$ cat config.mk
export PLATFORM = sky130hd
export DESIGN_NAME = sar_dac_ctrl_flat
export DESIGN_NICKNAME = d
export VERILOG_FILES = /design/src/rtl/sar_dac_pkg.sv /design/src/rtl/sar_dac_ctrl_if.sv /design/src/rtl/sar_settle_timer.sv /design/src/rtl/sar_dac_ctrl.sv /design/src/flat_wrapper.sv
export SDC_FILE = /design/constraint.sdc
export NUM_CORES = 1
export LEC_CHECK = 0
export BUFFER_PORTS_ARGS = -buffer_cell sky130_fd_sc_hd__buf_4
export CAP_MARGIN = 20
export CORE_ASPECT_RATIO = 0.6
export CORE_MARGIN = 3
export CORE_UTILIZATION = 33
export DETAILED_ROUTE_END_ITERATION = 6
export PLACE_DENSITY = 0.56
export SETUP_SLACK_MARGIN = 0.02
export SYNTH_ARGS = -nofsm -noshare
export SYNTH_HDL_FRONTEND = slang
export SYNTH_SLANG_ARGS = --single-unit
$ cat constraint.sdc
create_clock -name mclk -period 6.3 [get_ports mclk]
set_input_delay 1.26 -clock mclk [delete_from_list [all_inputs] [get_ports mclk]]
set_output_delay 1.26 -clock mclk [all_outputs]
set_load 0.03 [all_outputs]
$ cat src/rtl/sar_dac_pkg.sv
// Shared definitions for the SAR DAC conversion controller: FSM state type,
// default parameter values and the channel-select range helper.
package sar_dac_pkg;

   localparam int DEF_WIDTH      = 8;
   localparam int DEF_NCH        = 4;
   localparam int DEF_SAMPLE_CYC = 2;
   localparam int DEF_SETTLE_CYC = 2;

   // Cycle counts are limited to 1..255, so an 8-bit timer covers both phases.
   localparam int TMR_W = 8;

   typedef enum logic [1:0] {
      IDLE   = 2'd0,
      SAMPLE = 2'd1,
      CONV   = 2'd2,
      DONE   = 2'd3
   } sar_state_t;

   // Requested channels outside the populated mux range fall back to channel 0.
   function automatic int unsigned map_ch(input int unsigned ch, input int unsigned nch);
      return (ch >= nch) ? 0 : ch;
   endfunction

endpackage

$ cat src/rtl/sar_dac_ctrl_if.sv
// Control, comparator and result signals between the SAR controller (slave)
// and the block that requests conversions and owns the analog front end (master).
interface sar_dac_ctrl_if
   import sar_dac_pkg::*;
#(
   parameter int WIDTH = DEF_WIDTH,
   parameter int NCH   = DEF_NCH
);
   localparam int CW = $clog2(NCH);

   logic             start;
   logic             abort;
   logic             cont;
   logic [CW-1:0]    ch_sel;
   logic             cmp;
   logic [WIDTH-1:0] dac_code;
   logic [CW-1:0]    ch_mux;
   logic             sample_en;
   logic             busy;
   logic             done;
   logic [WIDTH-1:0] result;
   logic [CW-1:0]    result_ch;

   modport master (
      output start, abort, cont, ch_sel, cmp,
      input  dac_code, ch_mux, sample_en, busy, done, result, result_ch
   );

   modport slave (
      input  start, abort, cont, ch_sel, cmp,
      output dac_code, ch_mux, sample_en, busy, done, result, result_ch
   );

endinterface

$ cat src/rtl/sar_settle_timer.sv
// Loadable down-counter timing both the sample window and each bit trial;
// tc is high while the count sits at zero, i.e. on the last cycle of a phase.
module sar_settle_timer
   import sar_dac_pkg::*;
#(
   parameter int CNT_W = TMR_W
) (
   input  logic             mclk,
   input  logic             reset_n,
   input  logic             load,
   input  logic [CNT_W-1:0] load_val,
   output logic             tc
);

   logic [CNT_W-1:0] count;

   // A phase of N cycles is started by loading N-1; the count then parks at zero.
   always_ff @(posedge mclk) begin
      if (!reset_n) begin
         count <= '0;
      end else if (load) begin
         count <= load_val;
      end else if (count != '0) begin
         count <= count - CNT_W'(1);
      end
   end

   assign tc = (count == '0);

endmodule

$ cat src/rtl/sar_dac_ctrl.sv
// Successive-approximation ADC controller: sample/hold, MSB-first bit trials, result latch.
// Define SAR_DAC_SCAN_EN to let cont=1 chain conversions across channels without start.
module sar_dac_ctrl
   import sar_dac_pkg::*;
#(
   parameter int WIDTH      = DEF_WIDTH,
   parameter int NCH        = DEF_NCH,
   parameter int SAMPLE_CYC = DEF_SAMPLE_CYC,
   parameter int SETTLE_CYC = DEF_SETTLE_CYC
) (
   input logic           mclk,
   input logic           reset_n,
   sar_dac_ctrl_if.slave bus
);

   localparam int CW = $clog2(NCH);
   localparam int BW = $clog2(WIDTH);

   sar_state_t       state, state_n;
   logic [CW-1:0]    ch_q, ch_next;
   logic [BW-1:0]    bit_idx;
   logic [WIDTH-1:0] code_q, trial_bit, decided;
   logic [WIDTH-1:0] result_q;
   logic [CW-1:0]    result_ch_q;
   logic             accept, scan_next, decide, finish;
   logic             tmr_load, tmr_tc;
   logic [TMR_W-1:0] tmr_val;

   sar_settle_timer #(.CNT_W(TMR_W)) u_timer (
      .mclk     (mclk),
      .reset_n  (reset_n),
      .load     (tmr_load),
      .load_val (tmr_val),
      .tc       (tmr_tc)
   );

   always_ff @(posedge mclk) begin
      if (!reset_n) begin
         state <= IDLE;
      end else begin
         state <= state_n;
      end
   end

   // code_q holds only the already-decided upper bits, so OR-ing in the trial
   // bit gives the DAC word with every lower bit still zero.
   always_comb begin
      trial_bit          = '0;
      trial_bit[bit_idx] = 1'b1;
      decided            = bus.cmp ? (code_q | trial_bit) : code_q;
      ch_next            = (ch_q == CW'(NCH - 1)) ? '0 : ch_q + CW'(1);
   end

   // Abort is tested ahead of the timer so it also pre-empts the final bit decision.
   always_comb begin
      state_n   = state;
      accept    = 1'b0;
      scan_next = 1'b0;
      decide    = 1'b0;
      tmr_load  = 1'b0;
      tmr_val   = '0;
      case (state)
         IDLE: begin
            if (bus.start) begin
               state_n  = SAMPLE;
               accept   = 1'b1;
               tmr_load = 1'b1;
               tmr_val  = TMR_W'(SAMPLE_CYC - 1);
            end
         end
         SAMPLE: begin
            if (bus.abort) begin
               state_n = IDLE;
            end else if (tmr_tc) begin
               state_n  = CONV;
               tmr_load = 1'b1;
               tmr_val  = TMR_W'(SETTLE_CYC - 1);
            end
         end
         CONV: begin
            if (bus.abort) begin
               state_n = IDLE;
            end else if (tmr_tc) begin
               decide = 1'b1;
               if (bit_idx == '0) begin
                  state_n = DONE;
               end else begin
                  tmr_load = 1'b1;
                  tmr_val  = TMR_W'(SETTLE_CYC - 1);
               end
            end
         end
         DONE: begin
`ifdef SAR_DAC_SCAN_EN
            if (bus.cont) begin
               state_n   = SAMPLE;
               scan_next = 1'b1;
               tmr_load  = 1'b1;
               tmr_val   = TMR_W'(SAMPLE_CYC - 1);
            end else begin
               state_n = IDLE;
            end
`else
            state_n = IDLE;
`endif
         end
         default: state_n = IDLE;
      endcase
   end

   assign finish = decide && (bit_idx == '0);

   // The result registers load on the edge into DONE, so the new code is
   // visible exactly while done is high and held until the next completion.
   always_ff @(posedge mclk) begin
      if (!reset_n) begin
         ch_q        <= '0;
         bit_idx     <= '0;
         code_q      <= '0;
         result_q    <= '0;
         result_ch_q <= '0;
      end else begin
         if (accept) begin
            ch_q <= CW'(map_ch(32'(bus.ch_sel), NCH));
         end else if (scan_next) begin
            ch_q <= ch_next;
         end
         if (accept || scan_next) begin
            code_q  <= '0;
            bit_idx <= BW'(WIDTH - 1);
         end else if (decide) begin
            code_q <= decided;
            if (bit_idx != '0) begin
               bit_idx <= bit_idx - BW'(1);
            end
         end
         if (finish) begin
            result_q    <= decided;
            result_ch_q <= ch_q;
         end
      end
   end

`ifndef SAR_DAC_SCAN_EN
   logic unused_cont;
   assign unused_cont = bus.cont;
`endif

   assign bus.dac_code  = (state == CONV) ? (code_q | trial_bit) : '0;
   assign bus.ch_mux    = ch_q;
   assign bus.sample_en = (state == SAMPLE);
   assign bus.busy      = (state != IDLE);
   assign bus.done      = (state == DONE);
   assign bus.result    = result_q;
   assign bus.result_ch = result_ch_q;

endmodule

$ cat src/flat_wrapper.sv
// flat-port wrapper written by rule: the top's interface ports become plain ports
module sar_dac_ctrl_flat import sar_dac_pkg::*;
#(
   parameter int WIDTH      = DEF_WIDTH,
   parameter int NCH        = DEF_NCH,
   parameter int SAMPLE_CYC = DEF_SAMPLE_CYC,
   parameter int SETTLE_CYC = DEF_SETTLE_CYC
)
  (mclk, reset_n, bus_start, bus_abort, bus_cont, bus_ch_sel, bus_cmp, bus_dac_code, bus_ch_mux, bus_sample_en, bus_busy, bus_done, bus_result, bus_result_ch);
  sar_dac_ctrl_if #(.WIDTH(WIDTH), .NCH(NCH)) bus_i ();
  input logic mclk;
  input logic reset_n;
  input wire logic [$bits(bus_i.start)-1:0] bus_start;
  input wire logic [$bits(bus_i.abort)-1:0] bus_abort;
  input wire logic [$bits(bus_i.cont)-1:0] bus_cont;
  input wire logic [$bits(bus_i.ch_sel)-1:0] bus_ch_sel;
  input wire logic [$bits(bus_i.cmp)-1:0] bus_cmp;
  output wire logic [$bits(bus_i.dac_code)-1:0] bus_dac_code;
  output wire logic [$bits(bus_i.ch_mux)-1:0] bus_ch_mux;
  output wire logic [$bits(bus_i.sample_en)-1:0] bus_sample_en;
  output wire logic [$bits(bus_i.busy)-1:0] bus_busy;
  output wire logic [$bits(bus_i.done)-1:0] bus_done;
  output wire logic [$bits(bus_i.result)-1:0] bus_result;
  output wire logic [$bits(bus_i.result_ch)-1:0] bus_result_ch;
  assign bus_i.start = bus_start;
  assign bus_i.abort = bus_abort;
  assign bus_i.cont = bus_cont;
  assign bus_i.ch_sel = bus_ch_sel;
  assign bus_i.cmp = bus_cmp;
  assign bus_dac_code = bus_i.dac_code;
  assign bus_ch_mux = bus_i.ch_mux;
  assign bus_sample_en = bus_i.sample_en;
  assign bus_busy = bus_i.busy;
  assign bus_done = bus_i.done;
  assign bus_result = bus_i.result;
  assign bus_result_ch = bus_i.result_ch;
  sar_dac_ctrl #(.WIDTH(WIDTH), .NCH(NCH), .SAMPLE_CYC(SAMPLE_CYC), .SETTLE_CYC(SETTLE_CYC)) u_core (.mclk(mclk), .reset_n(reset_n), .bus(bus_i));
endmodule
==> flow_summary.toml <==
[run_status]
status = "finished, final reports clean"

[power]
p_per_area_nw_per_um2 = 366
leakage_nw = 0.738
vdd.ir_drop.worst_mv = 0.142
total_power_w = 0.000713

[sta]
fin_crit_ns = 2.92
tightest_slew_ns = 1.05
holdWs_ns = 0.477
finalWorstSetupSlack_ns = 3.38
fmax_ghz = 0.343
slew_headroom_pct = 29.6
rsz0062_at_grt = "no"
tns_ns = 0
setup_viol = 0
hold_viol = 0
final_max_slew_viol_count = 0
fin_skew_ns = 0.00458
fin_crit_sh_pct = 46.3

[clock_network]
clk_pin_slew_ns = 0.06
ctsResizeCount = 0
cts_tree = "yes"
hold_buffers = 0
cts_htree_levels = 2
clock_latency_ns = 0.28
numCtsBuffers = 5
post-cts-setup-buffer-count = 0
clkSinkCount = 33
cts_root_buffer = "clkbuf_8"
clk_path_buf_depth = 2

[synth]
synth-seq-cells = 33
synth_edf_count = 0
synthDistinctLibCells = 38
yosysSeqAreaShare_pct = 41.1
synth_nets = 200
syn_inst = 188
synthArstFlopShare_pct = 0
synthTopCellsByArea = "dfxtp_1 (41%), nor2_1 (7.5%), mux2i_1 (5.0%), o21a_1 (3.7%), nor3_1 (3.4%)"
synth_area_um2 = 1610
yosysWarnings = 0
avgSynthCellArea_um2 = 8.55
ys.flop_type = "dfxtp_1"
yosysTopAreaCellShare_pct = 41.1
synth_largest_area_cell = "dfxtp_1"

[drt]
vias = 1419
via_per_inst = 5.16
wl_per_cell_um = 14.1
routed_wl_um = 3870
ant_nets = 0
drc = 0
drt_iter0_drc = 96
drt_first_pass_iters = 4

[final_layout]
layout-drive-gt1-share_pct = 20.0
diodes = 0
area_delta_synth_final_pct = 21.2
final_nets = 227

[job]
drv_cap = 0

[critical_path]
crit_cells = 5
crit_top_cell = "nor2_1"
r2r_setup_slack_ns = 3.60
cp_max_fo = 10
cp-end-kind = "output pin"
path_cells = "inv_1, nor2_1, a21oi_1, nor2_1, buf_4"
r2r-end = "u_core.bus.result_ch[0]"
reg2regPathDepth = 6
slowest_stage = "dfxtp_1"
critPathArrivalTime_ns = 1.66
startpoint = "u_core.bit_idx[0]"
crit_path_max_incr_delay_ns = 0.50
cp.required_ns = 5.04
path_buf_inv = 2
crit_path_start_kind = "register"
critPathKind = "reg -> out"
r2r-start = "u_core.u_timer.count[0]"
critPathTopFamily = "flip-flops"

[placement]
dpl_worst_slack_ns = 3.09
gp_congestion = 0.789
dp_hpwl_um = 2790
portBuffers = 29

[floorplanning]
dieWidth_um = 96.1
initial_core_util_pct = 36.6
fp.coreArea_um2 = 4390
boundaryPins = 31
die_h_um = 60.0
rows = 18
dieArea_um2 = 5770

[global_routing]
grt_max_degree = 25
grt-ovfl-total = 0
antenna_found_initial = 0
grt_usage_pct = 14.6
grt_pass1_vias = 1299
grt_pass1_wl_um = 6280

[min_path]
hold_end = "u_core.bus.ch_mux[0]"
min_path_type = "reg -> reg"
hold_depth = 2
hold_start = "u_core.bus.ch_mux[0]"
==> cells by family (layout without fill, tap and decap cells) <==
logic type / after synthesis / in the layout / synth area share [%]
AND/OR/NAND/NOR: 82 / 82 / 25.9
adder cells (fa/ha/maj): 4 / 4 / 3.12
AO/OA/AOI/OAI: 40 / 40 / 18.0
XOR/XNOR: 3 / 3 / 1.64
multiplexers: 9 / 9 / 5.69
buffers and inverters: 17 / 44 / 4.52
flip-flops: 33 / 33 / 41.1
==> worst max path at each step <==
stage / end / slack [ns]
2_1_floorplan: bus_dac_code[3] / 3.64
3_3_place_gp: u_core.bus.result_ch[0] / 3.11
3_5_place_dp: u_core.bus.result[6] / 3.09
4_1_cts: u_core.bus.result_ch[0] / 3.39
5_1_grt: bus_dac_code[3] / 3.24
6_report: bus_dac_code[3] / 3.38
==> where the power goes <==
| group | total (W) | switching [W] | leakage [nW] | internal [W] |
|---|---|---|---|---|
| clock | 0.000157 | 0.0000702 | 0.0443 | 0.0000865 |
| combinational | 0.000281 | 0.000167 | 0.425 | 0.000114 |
| sequential | 0.000275 | 0.0000372 | 0.269 | 0.000238 |
| total | 0.000713 | 0.000274 | 0.738 | 0.000439 |
==> layout make-up <==
cell class | instances | area [µm²]
Fill cell | 443 | 2440
Multi-Input combinational cell | 138 | 873
Sequential cell | 33 | 661
Timing Repair Buffer | 30 | 225
Clock buffer | 7 | 86.3
Tap cell | 60 | 75.1
Inverter | 7 | 26.3
==> layout by cell type, fill, tap and decap left out, drive strengths merged <==
cell type | Yosys | layout
dfxtp | 33 | 33
nor2 | 32 | 32
buf | 2 | 30
nand2 | 13 | 13
nor3 | 11 | 11
a21oi | 10 | 10
mux2i | 8 | 8
o21a | 8 | 8
inv | 7 | 7
a31oi | 7 | 7
clkbuf | 8 | 7
a211oi | 6 | 6
nand2b | 5 | 5
ha | 4 | 4
nand4 | 3 | 3
xnor2 | 3 | 3
nor4 | 3 | 3
nor2b | 2 | 2
and2 | 2 | 2
or3 | 2 | 2
nor3b | 2 | 2
or4 | 2 | 2
o21ai | 2 | 2
a2111oi | 2 | 2
or4b | 1 | 1
a21o | 1 | 1
o311a | 1 | 1
a32o | 1 | 1
or3b | 1 | 1
a21boi | 1 | 1
nor4b | 1 | 1
a22oi | 1 | 1
nand3 | 1 | 1
and4 | 1 | 1
mux2 | 1 | 1
==> synth_stat cells (all sizes together), types with 2 or more instances <==
master   count
or4          2
nor2        32
nor2b        2
nor4         3
or3          2
nand2       13
o21a         8
a211oi       6
ha           4
clkbuf       8
a31oi        7
o21ai        2
inv          7
nor3        11
dfxtp       33
nand2b       5
buf          2
nand4        3
a21oi       10
mux2i        8
and2         2
a2111oi      2
xnor2        3
nor3b        2
==> worst register-to-register path, delay by kind of cell (launching register included) <==
kind                       cells  cell delay [ns]
adders and majority gates      1             0.20
DFF                            1             0.34
muxes                          1             0.27
buffers and inverters          1             0.13
and+or+nand+nor                3             1.61
==> registers in the layout (all words and copies together), names as in the netlist <==
signal,count
u_core.code_q,8
u_core.bus.result_ch,2
u_core.bit_idx,3
u_core.bus.result,8
u_core.u_timer.count,8
u_core.state,2
u_core.bus.ch_mux,2
==> per-stage QoR <==
| step | std cells | util [%] | area, µm² |
|---|---|---|---|
| floorplan | 188 | - | 1610 |
| global placement | 268 | 42.4 | 1860 |
| detailed placement | 268 | 42.4 | 1860 |
| CTS | 275 | 44.3 | 1950 |
| global route | 275 | 44.3 | 1950 |
| finish | 275 | 44.3 | 1950 |
==> per-layer routing <==
metal | vias to the layer above | GRT usage, % | wire length (µm)
met5 | - | 0 | 0
met4 | 0 | 5.47 | 54
met3 | 7 | 5.03 | 222
met2 | 38 | 18.4 | 1360
met1 | 648 | 22.0 | 2230
li1 | 726 | - | -
(Power assumes the default switching activity.)
